==> src/rtl/serial_loader_pkg.sv <==
// rtl/serial_loader_pkg.sv - shared types and constants for the serial byte loader
// Contents: state_e (IDLE/SHIFT), synchronizer depth limits, counter width helper.
package serial_loader_pkg;

  typedef enum logic [0:0] {
    IDLE  = 1'b0,
    SHIFT = 1'b1
  } state_e;

  localparam int SYNC_MIN   = 2;
  localparam int SYNC_MAX   = 4;
  localparam int DEF_WIDTH  = 8;
  localparam int DEF_CNT_W  = $clog2(DEF_WIDTH);

  // Bit counter width for a given word size; never narrower than one bit.
  function automatic int cnt_width(input int width);
    return (width > 2) ? $clog2(width) : 1;
  endfunction

endpackage

==> src/rtl/sync_bit.sv <==
// rtl/sync_bit.sv - multi-flop synchronizer for one asynchronous input bit
// Ports: clk/rst (sync, active-high), d (async in), q (synchronized out).
module sync_bit #(
  parameter int   STAGES    = 2,
  parameter logic RESET_VAL = 1'b0
) (
  input  logic clk,
  input  logic rst,
  input  logic d,
  output logic q
);

  logic [STAGES-1:0] chain_q;
  logic [STAGES-1:0] chain_d;

  assign chain_d = {chain_q[STAGES-2:0], d};
  assign q       = chain_q[STAGES-1];

  always_ff @(posedge clk) begin
    if (rst) chain_q <= {STAGES{RESET_VAL}};
    else     chain_q <= chain_d;
  end

endmodule

==> src/rtl/serial_byte_loader.sv <==
// rtl/serial_byte_loader.sv - SPI mode-0 style serial-to-parallel word loader
// Ports: clk, rst (sync, active-high); sclk_in, sdi_in, cs_n_in (async serial pins);
//        dout (last word), dout_en (1-cycle new-word strobe),
//        frame_err (1-cycle partial-word abort pulse), busy (in SHIFT).
module serial_byte_loader
  import serial_loader_pkg::*;
#(
  parameter int WIDTH       = 8,
  parameter bit MSB_FIRST   = 1'b1,
  parameter int SYNC_STAGES = 2
) (
  input  logic             clk,
  input  logic             rst,
  input  logic             sclk_in,
  input  logic             sdi_in,
  input  logic             cs_n_in,
  output logic [WIDTH-1:0] dout,
  output logic             dout_en,
  output logic             frame_err,
  output logic             busy
);

  localparam int CNT_W = cnt_width(WIDTH);

  if (SYNC_STAGES < SYNC_MIN || SYNC_STAGES > SYNC_MAX) begin : g_bad_stages
    $error("serial_byte_loader: SYNC_STAGES out of range");
  end

  logic sclk_s, sdi_s, cs_s;

  sync_bit #(.STAGES(SYNC_STAGES), .RESET_VAL(1'b0)) u_sync_sclk (
    .clk(clk), .rst(rst), .d(sclk_in), .q(sclk_s));
  sync_bit #(.STAGES(SYNC_STAGES), .RESET_VAL(1'b0)) u_sync_sdi (
    .clk(clk), .rst(rst), .d(sdi_in), .q(sdi_s));
  sync_bit #(.STAGES(SYNC_STAGES), .RESET_VAL(1'b1)) u_sync_cs (
    .clk(clk), .rst(rst), .d(cs_n_in), .q(cs_s));

  state_e           state_q, state_d;
  logic [CNT_W-1:0] cnt_q, cnt_d;
  logic [WIDTH-1:0] shift_q, shift_d;
  logic [WIDTH-1:0] dout_q, dout_d;
  logic             en_q, en_d;
  logic             err_q, err_d;
  logic             sclk_d1_q, cs_d1_q;
  logic [2:0]       flush_q, flush_d;
  logic             arm_q, arm_d;

  logic             flushed;
  logic             sclk_rise, cs_fall, cs_rise;
  logic [WIDTH-1:0] shifted;

  // Edges are suppressed until the synchronizers hold post-reset samples only.
  assign flushed   = (flush_q == 3'(SYNC_STAGES));
  assign sclk_rise = flushed & sclk_s & ~sclk_d1_q;
  assign cs_rise   = flushed & cs_s & ~cs_d1_q;
  // arm_q only sets after cs_n was seen high, so a pin held low through reset never opens a frame.
  assign cs_fall   = flushed & arm_q & ~cs_s & cs_d1_q;

  assign shifted = MSB_FIRST ? {shift_q[WIDTH-2:0], sdi_s} : {sdi_s, shift_q[WIDTH-1:1]};

  assign flush_d = flushed ? flush_q : flush_q + 3'd1;
  assign arm_d   = arm_q | (flushed & cs_s);

  always_comb begin
    state_d = state_q;
    cnt_d   = cnt_q;
    shift_d = shift_q;
    dout_d  = dout_q;
    en_d    = 1'b0;
    err_d   = 1'b0;
    case (state_q)
      IDLE: begin
        if (cs_fall) begin
          state_d = SHIFT;
          cnt_d   = '0;
          shift_d = '0;
        end
      end
      SHIFT: begin
        // cs_n rise has priority; a coincident sclk rise is dropped.
        if (cs_rise) begin
          state_d = IDLE;
          err_d   = (cnt_q != '0);
          cnt_d   = '0;
          shift_d = '0;
        end else if (sclk_rise) begin
          shift_d = shifted;
          if (cnt_q == CNT_W'(WIDTH - 1)) begin
            dout_d = shifted;
            en_d   = 1'b1;
            cnt_d  = '0;
          end else begin
            cnt_d = cnt_q + CNT_W'(1);
          end
        end
      end
      default: state_d = IDLE;
    endcase
  end

  always_ff @(posedge clk) begin
    if (rst) begin
      state_q   <= IDLE;
      cnt_q     <= '0;
      shift_q   <= '0;
      dout_q    <= '0;
      en_q      <= 1'b0;
      err_q     <= 1'b0;
      sclk_d1_q <= 1'b0;
      cs_d1_q   <= 1'b1;
      flush_q   <= '0;
      arm_q     <= 1'b0;
    end else begin
      state_q   <= state_d;
      cnt_q     <= cnt_d;
      shift_q   <= shift_d;
      dout_q    <= dout_d;
      en_q      <= en_d;
      err_q     <= err_d;
      sclk_d1_q <= sclk_s;
      cs_d1_q   <= cs_s;
      flush_q   <= flush_d;
      arm_q     <= arm_d;
    end
  end

  assign dout      = dout_q;
  assign dout_en   = en_q;
  assign frame_err = err_q;
  assign busy      = (state_q == SHIFT);

endmodule

==> config.mk <==
export PLATFORM = sky130hd
export DESIGN_NAME = serial_byte_loader
export DESIGN_NICKNAME = d
export VERILOG_FILES = /design/src/rtl/serial_loader_pkg.sv /design/src/rtl/sync_bit.sv /design/src/rtl/serial_byte_loader.sv
export SDC_FILE = /design/constraint.sdc
export NUM_CORES = 1
export LEC_CHECK = 0
export ABC_AREA = 1
export BUFFER_PORTS_ARGS = -buffer_cell sky130_fd_sc_hd__buf_4
export CAP_MARGIN = 5
export CORE_ASPECT_RATIO = 1.75
export CORE_MARGIN = 2
export CORE_UTILIZATION = 59
export CTS_BUF_LIST = sky130_fd_sc_hd__clkbuf_8
export DETAILED_ROUTE_END_ITERATION = 6
export PLACE_DENSITY = 0.86
export RECOVER_POWER = 50
export SYNTH_ARGS = -nofsm -noshare
export SYNTH_HDL_FRONTEND = slang
export SYNTH_HIERARCHICAL = 1
export SYNTH_SLANG_ARGS = --single-unit
==> constraint.sdc <==
create_clock -name clk -period 1.52 [get_ports clk]
set_input_delay 0.228 -clock clk [delete_from_list [all_inputs] [get_ports clk]]
set_output_delay 0.228 -clock clk [all_outputs]
set_load 0.1 [all_outputs]
## After elaboration in Yosys (flattened, before gate mapping)

Index checks and enable logic that the tools add are counted.

| word-level totals | value |
|---|---|
| input bits | 5 |
| flip-flop bits (word level) | 33 |
| output and inout port bits | 11 |
| logic and storage cells | 51 |

| cells by class | value |
|---|---|
| add/subtract/negate cells | 2 |
| bitwise logic cells | 14 |
| equal/unequal tests | 4 |
| reductions and logical operators | 5 |
| mux-type cells | 13 |

Operators with widths:

| kind | count |
|---|---|
| $mux 7 | 3 |
| $pmux 7 s2 | 1 |
| $mux 3 | 4 |
| $and 1x1->1 | 7 |
| $add 3x1->3 const B | 2 |
| $not 1->1 | 6 |
| $pmux 3 s2 | 1 |
| $reduce_and 4->1 | 1 |
| $reduce_or 4->1 | 1 |
| $eq 3x2->1 const B | 1 |
| $eq 3x3->1 const B | 1 |
| $mux 1 | 3 |
| $ne 3x1->1 const B | 1 |
| $reduce_bool 3->1 | 1 |
| $reduce_or 3->1 | 1 |
| $ne 2x2->1 const B | 1 |
| $pmux 1 s2 | 1 |
| $reduce_and 2->1 | 1 |
| $or 1x1->1 | 1 |

## Longest topological paths before layout

| depth | value |
|---|---|
| depth in word-level cells | 6 |
| gate-level depth with buffers | 10 |

## Modules after synthesis

Netlist, hierarchy kept.

Modules (own cells, without submodules):

| module | times used | cells an instance | area each (um^2) |
|---|---|---|---|
| serial_byte_loader | 1 | 156 | 1,234.9 |
| sync_bit (u_sync_sclk ...) | 2 | 6 | 55.1 |
| sync_bit (u_sync_cs) | 1 | 7 | 58.8 |

## Least setup slack after synthesis

No wires, ideal clock.

| timing | value |
|---|---|
| kind | reg2reg |
| start point | register state_q (netlist: busy) |
| end point | register dout_q[7] (netlist: dout[7]) |
| cell stages (with the launch flop) | 6 |
| path slack | -0.211 ns |
| buffers on the path | 1 |
| clock period less this slack | 1.731 ns |
| setup time | 0.065 ns |
| data arrival time | 1.667 ns |
| path through | dfxtp_1 > nand2_2 > nor2_8 > buf_8 > nor2_2 > nor2_1 |

| between the ends | value |
|---|---|
| longest elaborated chain between the ends | 1 |

Ends and longest elaborated chain:

| element | line | text |
|---|---|---|
| from (decl) | serial_byte_loader.sv:38 | `state_e state_q, state_d;` |
| from (signal assigned) | serial_byte_loader.sv:114 | `state_q <= state_d;` |
| $reduce_and 4->1 (no line) | - |  |
| to (signal assigned) | serial_byte_loader.sv:117 | `dout_q <= dout_d;` |
| to (decl) | serial_byte_loader.sv:41 | `logic [WIDTH-1:0] dout_q, dout_d;` |

Every way passes these cells.
A chain may end at the register's enable or synchronous reset.

## Worst setup path in the final report

| timing | value |
|---|---|
| start point | register flush_q[0] |
| end point | register dout_q[2] (netlist: dout[2]) |

| between the ends | value |
|---|---|
| longest elaborated chain between the ends | 5 |
| elaborated cells between the ends (all ways) | 7 |
| classes of those cells | eq/ne: 1; bitwise: 5; reduce/logical: 1 |

Ends and longest elaborated chain:

| element | line | text |
|---|---|---|
| from (decl) | serial_byte_loader.sv:45 | `logic [2:0] flush_q, flush_d;` |
| from (signal assigned) | serial_byte_loader.sv:122 | `flush_q <= flush_d;` |
| $eq 3x2->1 (*) | serial_byte_loader.sv:53 | `assign flushed = (flush_q == 3'(SYNC_STAGES));` |
| $and 1x1->1 (2 in series) | serial_byte_loader.sv:55 | `assign cs_rise = flushed & cs_s & ~cs_d1_q;` |
| $not 1->1 (no line) | - |  |
| $reduce_and 4->1 (no line) (*) | - |  |

Every way passes the cells marked *; elsewhere a longest branch is shown, timed or not.

==> qor.yml <==
ys_seq_area_frac: 0.471
clkTransAtPathRegs_ps: 60
fin_skew_ps: 3.87
routed_via_density: 5.47
design.core.area_um2: 2270
cts.sinks: 33
insertion_delay_ps: 290
grt_pass1_vias: 1202
crit_path_start_kind: "flip-flop"
worst_path_max_delay_cell: "dfxtp_2"
crit_fanout: 8
slowest_delay_ps: 350
post-place-ws_ps: -19.6
ir_worst_vdd_mv: 0.795
dp_hpwl_mm: 2.02
hold_ws_ps: 120
num_rows: 23
p_leak_uw: 0.000790
path_cells: "inv_1 > ha_2 > nand4_1 > buf_4 > nand2_2 > nor2_8 > buf_12 > nand3_2 > o21ai_1"
slew_headroom: 0.719
syn-cell-area_um2: 1400
status: "finished, final reports clean"
syn_inst: 175
pwr_density_cell_nw_per_um2: 1030
ant_nets: 0
wl_per_cell_um: 13.4
hold_buffers: 0
design_area_um2: 1770
min_to: "u_sync_cs/chain_q[0]"
dr.first_iter.drc_count: 34
grt_pass1_wl_mm: 4.60
grt_max_degree: 21
end_kind: "flip-flop"
final.setup.worst_slack_ps: 72.6
r2r_end: "dout[2]"
drive_above_1_share: 0.279
drv_cap: 0
cts_buffer_depth: 2
post-route-drc-count: 0
cts_tree: "built"
synth_nets: 185
gp_congestion: 0.756
final_max_slew_viol_count: 0
vias: 1236
final_nets: 211
root_buffer: "clkbuf_8"
max_freq_mhz: 691
syn2layout_area_growth_pct: 26.1
finalHoldViolations: 0
dieWidth_um: 40.9
overflow: 0
io_buffers: 15
holdPathStages: 3
placed_area_um2: 1580
required_ps: 1730
reg2reg_depth: 9
critPathKind: "flip-flop to flip-flop"
arrival_ps: 1660
cts_inserted_buffers: 5
wl_mm: 3.03
antenna_found_initial: 0
reg2reg_slack_ps: 70
pin_count: 16
n_antenna_cell: 0
p_total_uw: 1820
grtUsageTotal: 0.249
syn-mean-instance-area_um2: 8.02
num-fill-cells: 152
timing.final.crit_share: 0.952
drtPass1Iterations: 4
die_h_um: 68.5
worstMarginPinSlew_ps: 421
period_minus_slack_ps: 1450
h-tree-depth: 2
die_area_um2: 2800
hold_class: "primary input to flip-flop"
ys_ff_latch: 33
initial_core_util: 0.618
ys_types: 22
setup_viol: 0
r2r-start: "flush_q[0]"
yosys_warnings: 6
min_from: "cs_n_in"
[per-layer routing]
layer  vias to the layer above  share of wire  global-route usage
li1                        612              -                   -
met1                       593           0.35               0.206
met2                        25           0.58               0.447
met3                         6          0.042              0.0801
met4                         0          0.023               0.171
met5                         -              0                   0
[worst max path at each step]
stage | start | end | slack [ps] | depth (start not counted)
final | flush_q[0] | dout[2] | 70 | 9
after CTS | flush_q[0] | shift_q[3] | 10 | 9
after global routing | flush_q[0] | cnt_q[0] | -20 | 10
after floorplan | busy | cnt_q[0] | 160 | 5
after global placement | flush_q[0] | dout[2] | 70 | 8
after detailed placement | flush_q[0] | shift_q[3] | -20 | 9
[cell type report]
cell class / instances / area, um^2 / area share
sequential: 33 / 664 / 0.375
multi-input combinational: 112 / 637 / 0.360
timing repair buffer: 29 / 277 / 0.156
clock buffer: 6 / 82.6 / 0.0466
inverter: 20 / 75.1 / 0.0424
tap: 25 / 31.3 / 0.0177
clock inverter: 1 / 3.75 / 0.00212
[state kept, by name, summed over array words and instances (netlist names)]
signal               cells
dout                     8
shift_q                  7
cs_d1_q                  1
frame_err                1
dout_en                  1
arm_q                    1
u_sync_cs/chain_q        2
busy                     1
u_sync_sclk/chain_q      2
cnt_q                    3
sclk_d1_q                1
flush_q                  3
u_sync_sdi/chain_q       2
[through the flow]
step,setup TNS (ps),utilization,std cells
final,0,0.779,226
after global routing,-48.4,0.779,226
after CTS,0,0.744,222
after detailed placement,-34.1,0.696,212
after global placement,0,0.696,212
after floorplan,0,-,175
[cell usage in the layout (no fill, tap or decap), types with 6 or more instances in the layout]
cell	count
nand3_1	21
buf_4	22
nand3_2	7
a21oi_1	12
dfxtp_1	30
nor2_1	21
clkbuf_8	6
nand2_1	23
inv_1	18
o21ai_1	7
[synth_stat cells]
cell type,instances,area share
buf_2,7,0.025
a21oi_1,13,0.046
nand2_1,24,0.064
inv_1,17,0.045
inv_2,3,0.0080
o21ai_1,7,0.025
ha_1,5,0.045
o21ai_0,3,0.011
buf_8,1,0.011
nand4_1,1,0.0045
dfxtp_1,33,0.47
xnor2_1,1,0.0062
nor3_1,2,0.0071
nand3_1,23,0.082
nor2_1,21,0.056
o21a_1,1,0.0053
nand3_4,1,0.012
nor2_2,1,0.0045
nor2_8,1,0.014
nand2_2,2,0.0089
clkbuf_1,2,0.0053
nand3_2,6,0.043
[timing repair]
item	CTS	global route
gates cloned	0	1
endpoints found under the setup margin	8	17
pin swaps	1	4
gates resized for setup	1	9
setup buffers	3	3
[critical path: cells and delay by family, from the launching register on]
kind	cells	cell delay, ps
adders and majority gates	1	190
buffers and inverters	3	340
DFF	1	350
AOI/OAI and AO/OA	1	90
and+or+nand+nor	4	390
[cells by family (layout without fill, tap and decap cells)]
family,count (synthesis),after routing,share of synthesized area
and+or+nand+nor,82,82,0.297
AOI/OAI and AO/OA,24,24,0.0873
xor gates and xnor gates,1,1,0.00624
DFF,33,33,0.471
adders and majority gates,5,5,0.0446
buffers and inverters,30,56,0.0945
[report_power, final]
| part | switching, uW | internal, uW |
|---|---|---|
| clock | 292 | 352 |
| combinational | 125 | 92.8 |
| sequential | 39.5 | 917 |
| total | 457 | 1360 |
Power figures use the tool's default switching activity.
